[src/rtl/ahb2_pkg.sv]
`default_nettype none
// +----------------------------------------------------------------------+
// | Module      : ahb2_pkg                                                |
// | Description : Shared AHB2 (AHB-Lite) encodings used by the master and |
// |               by the slave memories/peripherals.                      |
// | Revision    : 1.0 - initial release                                   |
// +----------------------------------------------------------------------+
package ahb2_pkg;

   // Transfer type encodings driven on htrans.
   typedef enum logic [1:0] {
      HTRANS_IDLE   = 2'b00,
      HTRANS_BUSY   = 2'b01,
      HTRANS_NONSEQ = 2'b10,
      HTRANS_SEQ    = 2'b11
   } htrans_t;

   // Slave response encodings on hresp.
   localparam logic       HRESP_OKAY      = 1'b0;
   localparam logic       HRESP_ERROR     = 1'b1;

   // Fixed transfer attributes: 32-bit single beats, privileged data access.
   localparam logic [2:0] HSIZE_WORD      = 3'b010;
   localparam logic [2:0] HBURST_SINGLE   = 3'b000;
   localparam logic [3:0] HPROT_DATA_PRIV = 4'b0011;

endpackage
`default_nettype wire

[src/rtl/ahb2_master.sv]
`default_nettype none
// +----------------------------------------------------------------------+
// | Module      : ahb2_master                                             |
// | Description : AHB2 (AHB-Lite) master turning a valid/ready command    |
// |               stream into pipelined single-beat 32-bit transfers,     |
// |               with wait-state and two-cycle ERROR/replay handling.    |
// | Revision    : 1.0 - initial release                                   |
// +----------------------------------------------------------------------+
module ahb2_master
   import ahb2_pkg::*;
#(
   parameter int ADDR_WIDTH = 32,
   parameter int DATA_WIDTH = 32
) (
   input  logic                  clk,
   input  logic                  rst_n,
   // command stream
   input  logic                  req_valid,
   output logic                  req_ready,
   input  logic                  req_write,
   input  logic [ADDR_WIDTH-1:0] req_addr,
   input  logic [DATA_WIDTH-1:0] req_wdata,
   // response stream
   output logic                  rsp_valid,
   output logic                  rsp_write,
   output logic [DATA_WIDTH-1:0] rsp_rdata,
   output logic                  rsp_err,
   output logic                  busy,
   // AHB2 master interface
   output logic [ADDR_WIDTH-1:0] haddr,
   output logic [1:0]            htrans,
   output logic                  hwrite,
   output logic [2:0]            hsize,
   output logic [2:0]            hburst,
   output logic [3:0]            hprot,
   output logic [DATA_WIDTH-1:0] hwdata,
   input  logic [DATA_WIDTH-1:0] hrdata,
   input  logic                  hready,
   input  logic                  hresp
);

   // Address-phase stage: the command currently presented on the bus.
   logic                  r_ap_valid;
   logic                  r_ap_write;
   logic [ADDR_WIDTH-1:0] r_ap_addr;
   logic [DATA_WIDTH-1:0] r_ap_wdata;

   // Data-phase stage: the command whose response is awaited.
   logic                  r_dp_valid;
   logic                  r_dp_write;

   // Set in the first ERROR cycle; forces IDLE and stalls the pipe for one cycle.
   logic                  r_squash;

   logic [DATA_WIDTH-1:0] r_hwdata;
   logic                  r_rsp_valid;
   logic                  r_rsp_write;
   logic [DATA_WIDTH-1:0] r_rsp_rdata;
   logic                  r_rsp_err;

   logic                  w_advance;
   logic                  w_accept;
   logic                  w_dp_done;
   logic                  w_err_first;
   logic                  w_addr_lsb_unused;

   // The pipe moves only on a completed bus cycle that is not being squashed.
   assign w_advance   = hready & ~r_squash;
   assign w_accept    = req_valid & w_advance;
   assign w_dp_done   = r_dp_valid & hready;
   assign w_err_first = r_dp_valid & ~hready & (hresp == HRESP_ERROR);

   // Byte-lane bits of the request address are discarded (word transfers only).
   assign w_addr_lsb_unused = ^req_addr[1:0];

   // Pipeline registers: load a new command and shift address phase into data phase.
   always_ff @(posedge clk) begin
      if (!rst_n) begin
         r_ap_valid <= 1'b0;
         r_ap_write <= 1'b0;
         r_ap_addr  <= '0;
         r_ap_wdata <= '0;
         r_dp_valid <= 1'b0;
         r_dp_write <= 1'b0;
         r_hwdata   <= '0;
      end else if (w_advance) begin
         r_dp_valid <= r_ap_valid;
         r_dp_write <= r_ap_write;
         if (r_ap_valid) begin
            r_hwdata <= r_ap_wdata;
         end
         r_ap_valid <= w_accept;
         if (w_accept) begin
            r_ap_addr  <= {req_addr[ADDR_WIDTH-1:2], 2'b00};
            r_ap_write <= req_write;
            r_ap_wdata <= req_wdata;
         end
      end else if (r_squash && hready) begin
         // Second ERROR cycle: retire the failed transfer, keep the queued one.
         r_dp_valid <= 1'b0;
      end
   end

   // Squash flag spans exactly the second cycle of a two-cycle ERROR response.
   always_ff @(posedge clk) begin
      if (!rst_n) begin
         r_squash <= 1'b0;
      end else if (w_err_first) begin
         r_squash <= 1'b1;
      end else if (hready) begin
         r_squash <= 1'b0;
      end
   end

   // Response capture: one pulse per completed data phase, payload held until the next.
   always_ff @(posedge clk) begin
      if (!rst_n) begin
         r_rsp_valid <= 1'b0;
         r_rsp_write <= 1'b0;
         r_rsp_rdata <= '0;
         r_rsp_err   <= 1'b0;
      end else begin
         r_rsp_valid <= w_dp_done;
         if (w_dp_done) begin
            r_rsp_write <= r_dp_write;
            r_rsp_err   <= (hresp == HRESP_ERROR);
            r_rsp_rdata <= (!r_dp_write && (hresp == HRESP_OKAY)) ? hrdata : '0;
         end
      end
   end

   assign req_ready = w_advance;
   assign busy      = r_ap_valid | r_dp_valid;

   assign htrans    = (r_ap_valid && !r_squash) ? HTRANS_NONSEQ : HTRANS_IDLE;
   assign haddr     = r_ap_addr;
   assign hwrite    = r_ap_write;
   assign hwdata    = r_hwdata;
   assign hsize     = HSIZE_WORD;
   assign hburst    = HBURST_SINGLE;
   assign hprot     = HPROT_DATA_PRIV;

   assign rsp_valid = r_rsp_valid;
   assign rsp_write = r_rsp_write;
   assign rsp_rdata = r_rsp_rdata;
   assign rsp_err   = r_rsp_err;

endmodule
`default_nettype wire
[config.mk]
export PLATFORM = sky130hd
export DESIGN_NAME = ahb2_master
export DESIGN_NICKNAME = d
export VERILOG_FILES = /design/src/rtl/ahb2_pkg.sv /design/src/rtl/ahb2_master.sv
export SDC_FILE = /design/constraint.sdc
export NUM_CORES = 1
export LEC_CHECK = 0
export CORE_MARGIN = 2
export CORE_UTILIZATION = 30
export DETAILED_ROUTE_END_ITERATION = 12
export GPL_TIMING_DRIVEN = 0
export PLACE_DENSITY_LB_ADDON = 0.25
export SLEW_MARGIN = 20
export SYNTH_ARGS = -nofsm -noshare
export SYNTH_HDL_FRONTEND = slang
export SYNTH_SLANG_ARGS = --single-unit
export TNS_END_PERCENT = 20
[constraint.sdc]
create_clock -name clk -period 2 [get_ports clk]
set_clock_uncertainty 0.15 [all_clocks]
set_input_delay 0.6 -clock clk [delete_from_list [all_inputs] [get_ports clk]]
set_output_delay 0.6 -clock clk [all_outputs]
set_load 0.05 [all_outputs]
==> flow_summary.ini <==
[floorplanning]
ioPinCount = 216
die_w_um = 131
die_area_mm2 = 0.0171
rows = 46
die_h_um = 131
start_util_pct = 30.5
core_mm2 = 0.0158

[logic_synthesis]
ys_ff_latch = 134
synth_warnings = 0
ys_types = 24
ys_seq_area_share_pct = 55.6
avgSynthCellArea_um2 = 8.95
syn_area_mm2 = 0.00482
syn_inst = 539

[status]
outcome = finished, final reports clean

[sta]
worst_slew_pin_slew_ns = 0.549
layout_min_cycle_time_ns = 1.95
grt_setup_unrepaired = no
setup_viol = 0
hold_viol = 0
setup_tns_ns = 0
relSlewSlack_pct = 63.4
max_freq_mhz = 513
drv_slew = 0
finalCritPeriodShare_pct = 97.4

[critical_path]
path_max_fanout = 3
critical_path_buf_inv_count = 1
crit_start = hwrite$_SDFFE_PN0P_
timing.rr.start = r_squash$_SDFFE_PN0P_
crit_type = flop to output pin
cp_cell_sequence = clkdlybuf4s18_2
cpPeakStageDelay_ns = 0.40
arrival_ns = 1.20
cp_slowest_cell = clkdlybuf4s18_2
cp-end-kind = output pin
critical_path.startpoint_type = flop
critPathTopFamily = buffers and inverters
crit_required_ns = 1.25

[final_layout]
fillers = 1479
finish.utilization_pct = 49.7
layout_commonest_cell = dfxtp_1
diodes = 0
drive_above_1_share_pct = 26.1
finalInstanceArea_mm2 = 0.00786
area_delta_synth_final_pct = 62.9
final_cell_mix = 133 x dfxtp_1, 98 x nand2_1, 97 x nand3_1, 97 x clkdlybuf4s50_1
nNetsFinal = 870

[clock_network]
clk_pin_slew_worst_paths_ns = 0.06
clkSinkCount = 134
h-tree-depth = 4
post_cts_buffers = 0
numCtsBuffers = 17
cts_root_buffer = clkbuf_16
cts_tree = done
clk_path_buf_depth = 2
clk_latency_ns = 0.41

[place]
place_area_mm2 = 0.00713
finalWeightedCongestion = 0.738
io_buffers = 199
hpwl_um = 10800

[route]
post_drt_wl_per_cell_um = 14.6
wl_um = 14600
drc = 0
drt_iter0_markers = 179
avgViaCountPerCell = 4.65
ant_nets = 0
vias = 4641
first_pass_iters = 6

[power]
pwr-share-comb_pct = 11.2
p_leak_nw = 2.87
max-vdd-ir-drop_mv = 0.590
swShare_pct = 25.2
p_sw_w = 0.00169
powerDensity_mw_per_mm2 = 855
p_seq_share_pct = 41.5
p_int_w = 0.00503
p_clk_share_pct = 47.3

[global_route]
antenna_found_initial = 0
grt_pass1_wl_um = 21900
grt_pass1_vias = 4441
grt_overflow = 0
grt_max_degree = 17
grtUsageTotal_pct = 16.7

[min_path]
min_from = haddr[25]$_SDFFE_PN0P_
hp-class = flop to flop

[run]
max_cap_viol_count = 0
## what timing repair did
action | CTS | global route
cloned | 0 | 0
endpoints found under the setup margin | 151 | 4
hold buffers | 0 | 0
resized for setup | 320 | 6
## worst min-delay path: stages, from the launching register on
cell and delay [ns]:
dfxtp_1 0.31, nand2_1 0.05, o21ai_0 0.06
## flip-flops by register name, indices dropped and copies added, names as in the netlist
name,cells
hwdata,32
haddr,30
rsp_valid,1
r_squash,1
r_ap_wdata,32
r_ap_valid,1
r_dp_write,1
rsp_rdata,32
rsp_write,1
r_dp_valid,1
hwrite,1
rsp_err,1
## layout make-up
| cell class | count | area [µm²] | area share, % |
|---|---|---|---|
| clock buffer | 17 | 425 | 5.41 |
| tap | 216 | 270 | 3.44 |
| multi-input combinational | 353 | 1850 | 23.6 |
| timing repair buffer | 199 | 2100 | 26.8 |
| sequential | 134 | 2680 | 34.2 |
| clock inverter | 15 | 180 | 2.29 |
| buffer | 63 | 344 | 4.38 |
## per-stage QoR
step	power, W	setup WS [ns]	std cells	hold slack, ns
6_report	0.00672	0.0521	997	0.307
2_1_floorplan	0.00324	0.143	550	0.286
5_1_grt	0.00696	0.00365	997	0.327
4_1_cts	0.00679	-0.0262	997	0.311
3_5_place_dp	0.00361	-1.13	965	0.301
3_3_place_gp	0.00360	-1.11	965	0.294
## logic make-up after synthesis
family / Yosys count / share of synthesized area, %
simple gates: 207 / 19.8
flops: 134 / 55.6
compound gates: 132 / 17.1
buf+inv: 63 / 7.13
other cells: 2 / 0.156
mux: 1 / 0.207
## power groups by stage
stage / clock network [W] / registers (W) / logic [W]
2_1_floorplan: 0 / 0.00298 / 0.000267
5_1_grt: 0.00336 / 0.00279 / 0.000806
6_report: 0.00317 / 0.00279 / 0.000756
3_3_place_gp: 0 / 0.00284 / 0.000757
3_5_place_dp: 0 / 0.00284 / 0.000764
4_1_cts: 0.00324 / 0.00279 / 0.000761
## path summary, 6_finish.rpt
path	end	slack (ns)	cells after the start
worst min register to register	haddr[25]$_SDFFE_PN0P_	0.31	2
worst min-delay path	haddr[25]$_SDFFE_PN0P_	0.31	2
worst max register to register	haddr[29]$_SDFFE_PN0P_	0.30	6
worst max-delay path	hwrite	0.05	1
## Yosys cell counts (all sizes together)
cell / n / share of area (%)
nor3b: 2 / 0.54
nor2b: 4 / 0.52
dfxtp: 134 / 56
and3: 1 / 0.23
a22o: 32 / 6.6
and2b: 1 / 0.16
a21boi: 2 / 0.31
and2: 1 / 0.13
clkbuf: 22 / 1.7
a21oi: 1 / 0.10
and3b: 2 / 0.36
o21ai: 95 / 9.9
mux2i: 1 / 0.21
nand2: 98 / 7.6
buf: 41 / 5.4
or2: 1 / 0.13
conb: 2 / 0.16
nand3: 97 / 10
o21a: 2 / 0.31
## metal layers
metal	part of all wire, %	vias up	track usage [%]
met5	0	-	0
met2	47	188	28.9
met3	10	22	7.45
met4	1.5	0	5.76
met1	41	2138	18.2
li1	-	2293	-
(Power assumes the default switching activity.)
